--- src/rtl/memory_arbiter_if.sv ---
// Requester and memory bus signals shared by the two masters and the arbiter.
// The slave modport is the arbiter's view; master is the view of the masters and memory.
interface memory_arbiter_if #(
    parameter int ADDR_WIDTH = 16,
    parameter int DATA_WIDTH = 16
);
    logic                  aRequest0;
    logic                  aRequest1;
    logic                  aWrite0;
    logic                  aWrite1;
    logic [ADDR_WIDTH-1:0] anAddress0;
    logic [ADDR_WIDTH-1:0] anAddress1;
    logic [DATA_WIDTH-1:0] aWriteData0;
    logic [DATA_WIDTH-1:0] aWriteData1;
    logic                  anOutGrant0;
    logic                  anOutGrant1;
    logic [DATA_WIDTH-1:0] anOutReadData;
    logic                  anOutReadValid0;
    logic                  anOutReadValid1;
    logic [ADDR_WIDTH-1:0] anOutMemAddress;
    logic [DATA_WIDTH-1:0] anOutMemData;
    logic                  anOutMemWrite;
    logic [DATA_WIDTH-1:0] aMemData;

    modport slave (
        input  aRequest0, aRequest1, aWrite0, aWrite1,
        input  anAddress0, anAddress1, aWriteData0, aWriteData1, aMemData,
        output anOutGrant0, anOutGrant1, anOutReadData,
        output anOutReadValid0, anOutReadValid1,
        output anOutMemAddress, anOutMemData, anOutMemWrite
    );

    modport master (
        output aRequest0, aRequest1, aWrite0, aWrite1,
        output anAddress0, anAddress1, aWriteData0, aWriteData1, aMemData,
        input  anOutGrant0, anOutGrant1, anOutReadData,
        input  anOutReadValid0, anOutReadValid1,
        input  anOutMemAddress, anOutMemData, anOutMemWrite
    );
endinterface

--- src/rtl/memory_arbiter.sv ---
// Round-robin arbiter sharing one memory bus between two masters, one
// transaction at a time, with registered outputs and fixed read latency.
module memory_arbiter #(
    parameter int ADDR_WIDTH   = 16,
    parameter int DATA_WIDTH   = 16,
    parameter int READ_LATENCY = 1
) (
    input logic             aClock,
    input logic             aReset,
    memory_arbiter_if.slave bus
);
    typedef enum logic [1:0] {IDLE, ISSUE, WAIT} state_t;

    localparam logic [2:0] CNT_LOAD = 3'(READ_LATENCY);

    state_t                state, state_next;
    logic                  ptr, ptr_next;
    logic                  owner, owner_next;
    logic [2:0]            cnt, cnt_next;
    logic                  grant0, grant0_next;
    logic                  grant1, grant1_next;
    logic [ADDR_WIDTH-1:0] mem_addr, mem_addr_next;
    logic [DATA_WIDTH-1:0] mem_data, mem_data_next;
    logic                  mem_write, mem_write_next;
    logic [DATA_WIDTH-1:0] read_data, read_data_next;
    logic                  valid0, valid0_next;
    logic                  valid1, valid1_next;
    logic                  winner;

    // Pointer only decides ties; a lone requester always wins.
    assign winner = (bus.aRequest0 && bus.aRequest1) ? ptr : bus.aRequest1;

    always_comb begin
        state_next     = state;
        ptr_next       = ptr;
        owner_next     = owner;
        cnt_next       = cnt;
        grant0_next    = 1'b0;
        grant1_next    = 1'b0;
        mem_addr_next  = mem_addr;
        mem_data_next  = mem_data;
        mem_write_next = 1'b0;
        read_data_next = read_data;
        valid0_next    = 1'b0;
        valid1_next    = 1'b0;
        case (state)
            IDLE: begin
                if (bus.aRequest0 || bus.aRequest1) begin
                    state_next     = ISSUE;
                    owner_next     = winner;
                    ptr_next       = ~winner;
                    grant0_next    = ~winner;
                    grant1_next    = winner;
                    mem_addr_next  = winner ? bus.anAddress1 : bus.anAddress0;
                    mem_data_next  = winner ? bus.aWriteData1 : bus.aWriteData0;
                    mem_write_next = winner ? bus.aWrite1 : bus.aWrite0;
                end
            end
            ISSUE: begin
                // The strobe register doubles as the latched write flag.
                if (mem_write) begin
                    state_next = IDLE;
                end else begin
                    cnt_next   = CNT_LOAD;
                    state_next = WAIT;
                end
            end
            WAIT: begin
                cnt_next = cnt - 3'd1;
                if (cnt == 3'd1) begin
                    read_data_next = bus.aMemData;
                    valid0_next    = ~owner;
                    valid1_next    = owner;
                    state_next     = IDLE;
                end
            end
            default: state_next = IDLE;
        endcase
    end

    always_ff @(posedge aClock) begin
        if (aReset) begin
            state     <= IDLE;
            ptr       <= 1'b0;
            owner     <= 1'b0;
            cnt       <= '0;
            grant0    <= 1'b0;
            grant1    <= 1'b0;
            mem_addr  <= '0;
            mem_data  <= '0;
            mem_write <= 1'b0;
            read_data <= '0;
            valid0    <= 1'b0;
            valid1    <= 1'b0;
        end else begin
            state     <= state_next;
            ptr       <= ptr_next;
            owner     <= owner_next;
            cnt       <= cnt_next;
            grant0    <= grant0_next;
            grant1    <= grant1_next;
            mem_addr  <= mem_addr_next;
            mem_data  <= mem_data_next;
            mem_write <= mem_write_next;
            read_data <= read_data_next;
            valid0    <= valid0_next;
            valid1    <= valid1_next;
        end
    end

    assign bus.anOutGrant0     = grant0;
    assign bus.anOutGrant1     = grant1;
    assign bus.anOutMemAddress = mem_addr;
    assign bus.anOutMemData    = mem_data;
    assign bus.anOutMemWrite   = mem_write;
    assign bus.anOutReadData   = read_data;
    assign bus.anOutReadValid0 = valid0;
    assign bus.anOutReadValid1 = valid1;
endmodule

--- src/flat_wrapper.sv ---
// flat-port wrapper written by rule: the top's interface ports become plain ports
module memory_arbiter_flat 
#(
    parameter int ADDR_WIDTH   = 16,
    parameter int DATA_WIDTH   = 16,
    parameter int READ_LATENCY = 1
)
  (aClock, aReset, bus_aRequest0, bus_aRequest1, bus_aWrite0, bus_aWrite1, bus_anAddress0, bus_anAddress1, bus_aWriteData0, bus_aWriteData1, bus_aMemData, bus_anOutGrant0, bus_anOutGrant1, bus_anOutReadData, bus_anOutReadValid0, bus_anOutReadValid1, bus_anOutMemAddress, bus_anOutMemData, bus_anOutMemWrite);
  memory_arbiter_if #(.ADDR_WIDTH(ADDR_WIDTH), .DATA_WIDTH(DATA_WIDTH)) bus_i ();
  input logic aClock;
  input logic aReset;
  input wire logic [$bits(bus_i.aRequest0)-1:0] bus_aRequest0;
  input wire logic [$bits(bus_i.aRequest1)-1:0] bus_aRequest1;
  input wire logic [$bits(bus_i.aWrite0)-1:0] bus_aWrite0;
  input wire logic [$bits(bus_i.aWrite1)-1:0] bus_aWrite1;
  input wire logic [$bits(bus_i.anAddress0)-1:0] bus_anAddress0;
  input wire logic [$bits(bus_i.anAddress1)-1:0] bus_anAddress1;
  input wire logic [$bits(bus_i.aWriteData0)-1:0] bus_aWriteData0;
  input wire logic [$bits(bus_i.aWriteData1)-1:0] bus_aWriteData1;
  input wire logic [$bits(bus_i.aMemData)-1:0] bus_aMemData;
  output wire logic [$bits(bus_i.anOutGrant0)-1:0] bus_anOutGrant0;
  output wire logic [$bits(bus_i.anOutGrant1)-1:0] bus_anOutGrant1;
  output wire logic [$bits(bus_i.anOutReadData)-1:0] bus_anOutReadData;
  output wire logic [$bits(bus_i.anOutReadValid0)-1:0] bus_anOutReadValid0;
  output wire logic [$bits(bus_i.anOutReadValid1)-1:0] bus_anOutReadValid1;
  output wire logic [$bits(bus_i.anOutMemAddress)-1:0] bus_anOutMemAddress;
  output wire logic [$bits(bus_i.anOutMemData)-1:0] bus_anOutMemData;
  output wire logic [$bits(bus_i.anOutMemWrite)-1:0] bus_anOutMemWrite;
  assign bus_i.aRequest0 = bus_aRequest0;
  assign bus_i.aRequest1 = bus_aRequest1;
  assign bus_i.aWrite0 = bus_aWrite0;
  assign bus_i.aWrite1 = bus_aWrite1;
  assign bus_i.anAddress0 = bus_anAddress0;
  assign bus_i.anAddress1 = bus_anAddress1;
  assign bus_i.aWriteData0 = bus_aWriteData0;
  assign bus_i.aWriteData1 = bus_aWriteData1;
  assign bus_i.aMemData = bus_aMemData;
  assign bus_anOutGrant0 = bus_i.anOutGrant0;
  assign bus_anOutGrant1 = bus_i.anOutGrant1;
  assign bus_anOutReadData = bus_i.anOutReadData;
  assign bus_anOutReadValid0 = bus_i.anOutReadValid0;
  assign bus_anOutReadValid1 = bus_i.anOutReadValid1;
  assign bus_anOutMemAddress = bus_i.anOutMemAddress;
  assign bus_anOutMemData = bus_i.anOutMemData;
  assign bus_anOutMemWrite = bus_i.anOutMemWrite;
  memory_arbiter #(.ADDR_WIDTH(ADDR_WIDTH), .DATA_WIDTH(DATA_WIDTH), .READ_LATENCY(READ_LATENCY)) u_core (.aClock(aClock), .aReset(aReset), .bus(bus_i));
endmodule
--- config.mk ---
export PLATFORM = sky130hd
export DESIGN_NAME = memory_arbiter_flat
export DESIGN_NICKNAME = d
export VERILOG_FILES = /design/src/rtl/memory_arbiter_if.sv /design/src/rtl/memory_arbiter.sv /design/src/flat_wrapper.sv
export SDC_FILE = /design/constraint.sdc
export NUM_CORES = 1
export LEC_CHECK = 0
export CAP_MARGIN = 10
export CORE_ASPECT_RATIO = 2
export CORE_MARGIN = 3
export CORE_UTILIZATION = 25
export CTS_CLUSTER_DIAMETER = 40
export DETAILED_ROUTE_END_ITERATION = 16
export GPL_ROUTABILITY_DRIVEN = 0
export PLACE_DENSITY = 0.64
export SLEW_MARGIN = 10
export SYNTH_ARGS = -nofsm -noshare
export SYNTH_HDL_FRONTEND = slang
export SYNTH_SLANG_ARGS = --single-unit
--- constraint.sdc ---
create_clock -name aClock -period 1.3 [get_ports aClock]
set_input_delay 0.195 -clock aClock [delete_from_list [all_inputs] [get_ports aClock]]
set_output_delay 0.195 -clock aClock [all_outputs]
set_load 0.01 [all_outputs]
==> impl_metrics.ini <==
[setup_path]
cp.arrival_ps = 1510
end_kind = register
worst-setup-path-type = register to register
rrSetupSlack_ps = 30
critPathMaxFanout = 9
cp-start-kind = register
required_ps = 1540

[detailed_routing]
firstDrtPassIters = 4
drt-total-wl_um = 10100
drt-wirelength-per-cell_um = 16.9
drt_drc_violations_left = 0
ant_nets = 0
drt_iter0_markers = 106
vias = 3120
viasPerCell = 5.20

[placed_design]
dp_hpwl_um = 6630
pre_cts_ws_ps = -247
portBuffers = 138

[final_layout]
diodes = 0
syn_to_final_growth_pct = 79.7
drive_gt1_share_pct = 13.1
nNetsFinal = 548
fin_util_pct = 46.7

[power]
max-vdd-ir-drop_uv = 665
total_power_uw = 6310
power_density_mw_per_mm2 = 1320
p_leak_uw = 0.00192

[synthesis]
ys_seq_elements = 60
netlist_area_mm2 = 0.00266
synth.avg_cell_area_um2 = 8.38
synth_area_leaders = dfxtp_1, nand4_1, a31oi_1, nand2_1, o21ai_0
postSynthCellCount = 317
yosysTopAreaCell = dfxtp_1
yosysSeqAreaShare_pct = 45.2
yosysWarnings = 0
ys_types = 32
synth_nets = 405
yosysTopAreaCellShare_pct = 45.2

[clock_network]
clk_pin_slew_ps = 50
clock-root-buffer = clkbuf_16
tritoncts = done
clock_path_buffers = 2
htree_levels = 3
clkSinkCount = 60
hold_buffers = 0
cts_buffers = 9
clk_latency_ps = 320

[sta]
fin_crit_sh_pct = 97.6
clock-skew-final_ps = 8.39
slew_headroom_pct = 68.7
hold_viol = 0
maxSlewViolCount = 0
worstMarginPinSlew_ps = 469
fin_ws_ps = 31.0
holdWs_ps = 325
period_needed_ps = 1270
setup_viol = 0
fmax_ghz = 0.788
rsz0062_at_grt = true

[floorplanning]
die_h_um = 152
start_util_pct = 26.0
die_x_um = 78.9
die_area_mm2 = 0.0120
coreArea_mm2 = 0.0102
fp-row-count = 52
io-pin-count = 139

[grt]
grt_pass1_wl_um = 14700
met3_usage_pct = 4.02
grt.total_usage_pct = 15.5
gr-usage-met2_pct = 28.1
busiest_layer = met2
use_met1_pct = 16.5
overflow = 0
grt_pass1_vias = 2985
grt_max_degree = 39
grt_antenna_before_repair = 0

[run_status]
outcome = complete, no violations

[flow_run]
max_cap_violations = 0

[min_path]
hp-class = input port to register
-- layer usage --
layer / part of all wire, % / vias to the layer above
met1: 37 / 1466
met4: 3.0 / 0
met5: 0 / -
met3: 6.4 / 22
li1: - / 1482
met2: 54 / 150
-- metrics by stage --
| step | TNS (ps) | instances | cell area, um2 |
|---|---|---|---|
| 5_1_grt | -800 | 600 | 4770 |
| 2_1_floorplan | 0 | 317 | 2660 |
| 4_1_cts | 0 | 590 | 4570 |
| 6_report | 0 | 600 | 4770 |
| 3_3_place_gp | -5540 | 574 | 4290 |
| 3_5_place_dp | -7290 | 574 | 4290 |
-- critical path, cell delays in order (launching register included) --
cell       delay, ps
dfxtp_2          340
buf_4            150
nor2_4           130
buf_12           150
clkbuf_16        160
nand4_1          100
a31oi_1          180
-- synthesized netlist by cell type, drive strengths merged --
cell,n
a21boi,1
a21o,1
a21oi,21
a221o,1
a2bb2oi,1
a31oi,32
and3,2
buf,27
clkbuf,13
dfxtp,60
ha,2
inv,2
mux2i,2
nand2,34
nand2b,3
nand3,2
nand4,64
nand4bb,1
nor2,5
nor2b,2
nor3,3
nor3b,1
nor4bb,1
o21a,1
o21ai,34
or2,1
-- registers in the layout (all words and copies together) (netlist names) --
name	flops
u_core.bus.anOutGrant0	1
u_core.bus.anOutGrant1	1
u_core.bus.anOutMemAddress	16
u_core.bus.anOutMemData	16
u_core.bus.anOutMemWrite	1
u_core.bus.anOutReadData	16
u_core.bus.anOutReadValid0	1
u_core.bus.anOutReadValid1	1
u_core.cnt	3
u_core.owner	1
u_core.ptr	1
u_core.state	2
-- path summary, 6_finish.rpt --
| path | startpoint | to | cells after the start |
|---|---|---|---|
| min reg2reg | u_core.bus.anOutReadData[2] | u_core.bus.anOutReadData[2] | 2 |
| max | u_core.state[0] | u_core.bus.anOutMemData[15] | 6 |
| max reg2reg | u_core.state[0] | u_core.bus.anOutMemData[15] | 6 |
| min | aReset | u_core.state[1] | 2 |
-- layout by cell type (no fill, tap or decap), types with 2 or more instances in the layout --
cell type	instances
dlygate4sd2_1	53
o21ai_1	11
nor2b_1	2
o21ai_0	23
clkbuf_16	14
and3_1	2
nor2_1	3
bufinv_16	3
a21oi_1	20
buf_4	18
buf_12	9
mux2i_1	2
a31oi_1	32
nand2_1	34
nand3_1	2
clkdlybuf4s50_1	84
clkbuf_8	2
dfxtp_1	56
buf_6	2
nand4_1	64
nor3_1	2
nand2b_1	3
dfxtp_2	4
-- layout make-up --
class / instances / area [um2]
fill: 1028 / 5440
inverter: 2 / 7.51
timing repair buffer: 172 / 1770
multi-input combinational: 215 / 1260
tap: 135 / 169
clock buffer: 12 / 256
sequential: 60 / 1210
clock inverter: 4 / 95.1
-- logic make-up (layout without fill, tap and decap cells) --
family	Yosys count	in the layout	share of synthesized area, %
and+or+nand+nor	119	119	25.1
muxes	2	2	0.754
buffers and inverters	42	190	8.53
adders and majority gates	2	2	0.942
AOI/OAI and AO/OA	92	92	19.5
DFF	60	60	45.2
-- report_power, final --
part	switching, uW	leakage (uW)	internal, uW
sequential	81.5	0.000492	1990
combinational	686	0.00126	789
clock	793	0.000173	1970
total	1560	0.00192	4750
-- repair_timing --
item                       in CTS  in global routing
setup endpoints to repair      56                 41
buffers inserted                0                  5
gates resized for setup        54                  9
pin swaps                       0                  4
cloned                          0                  5
Power figures use the tool's default switching activity.
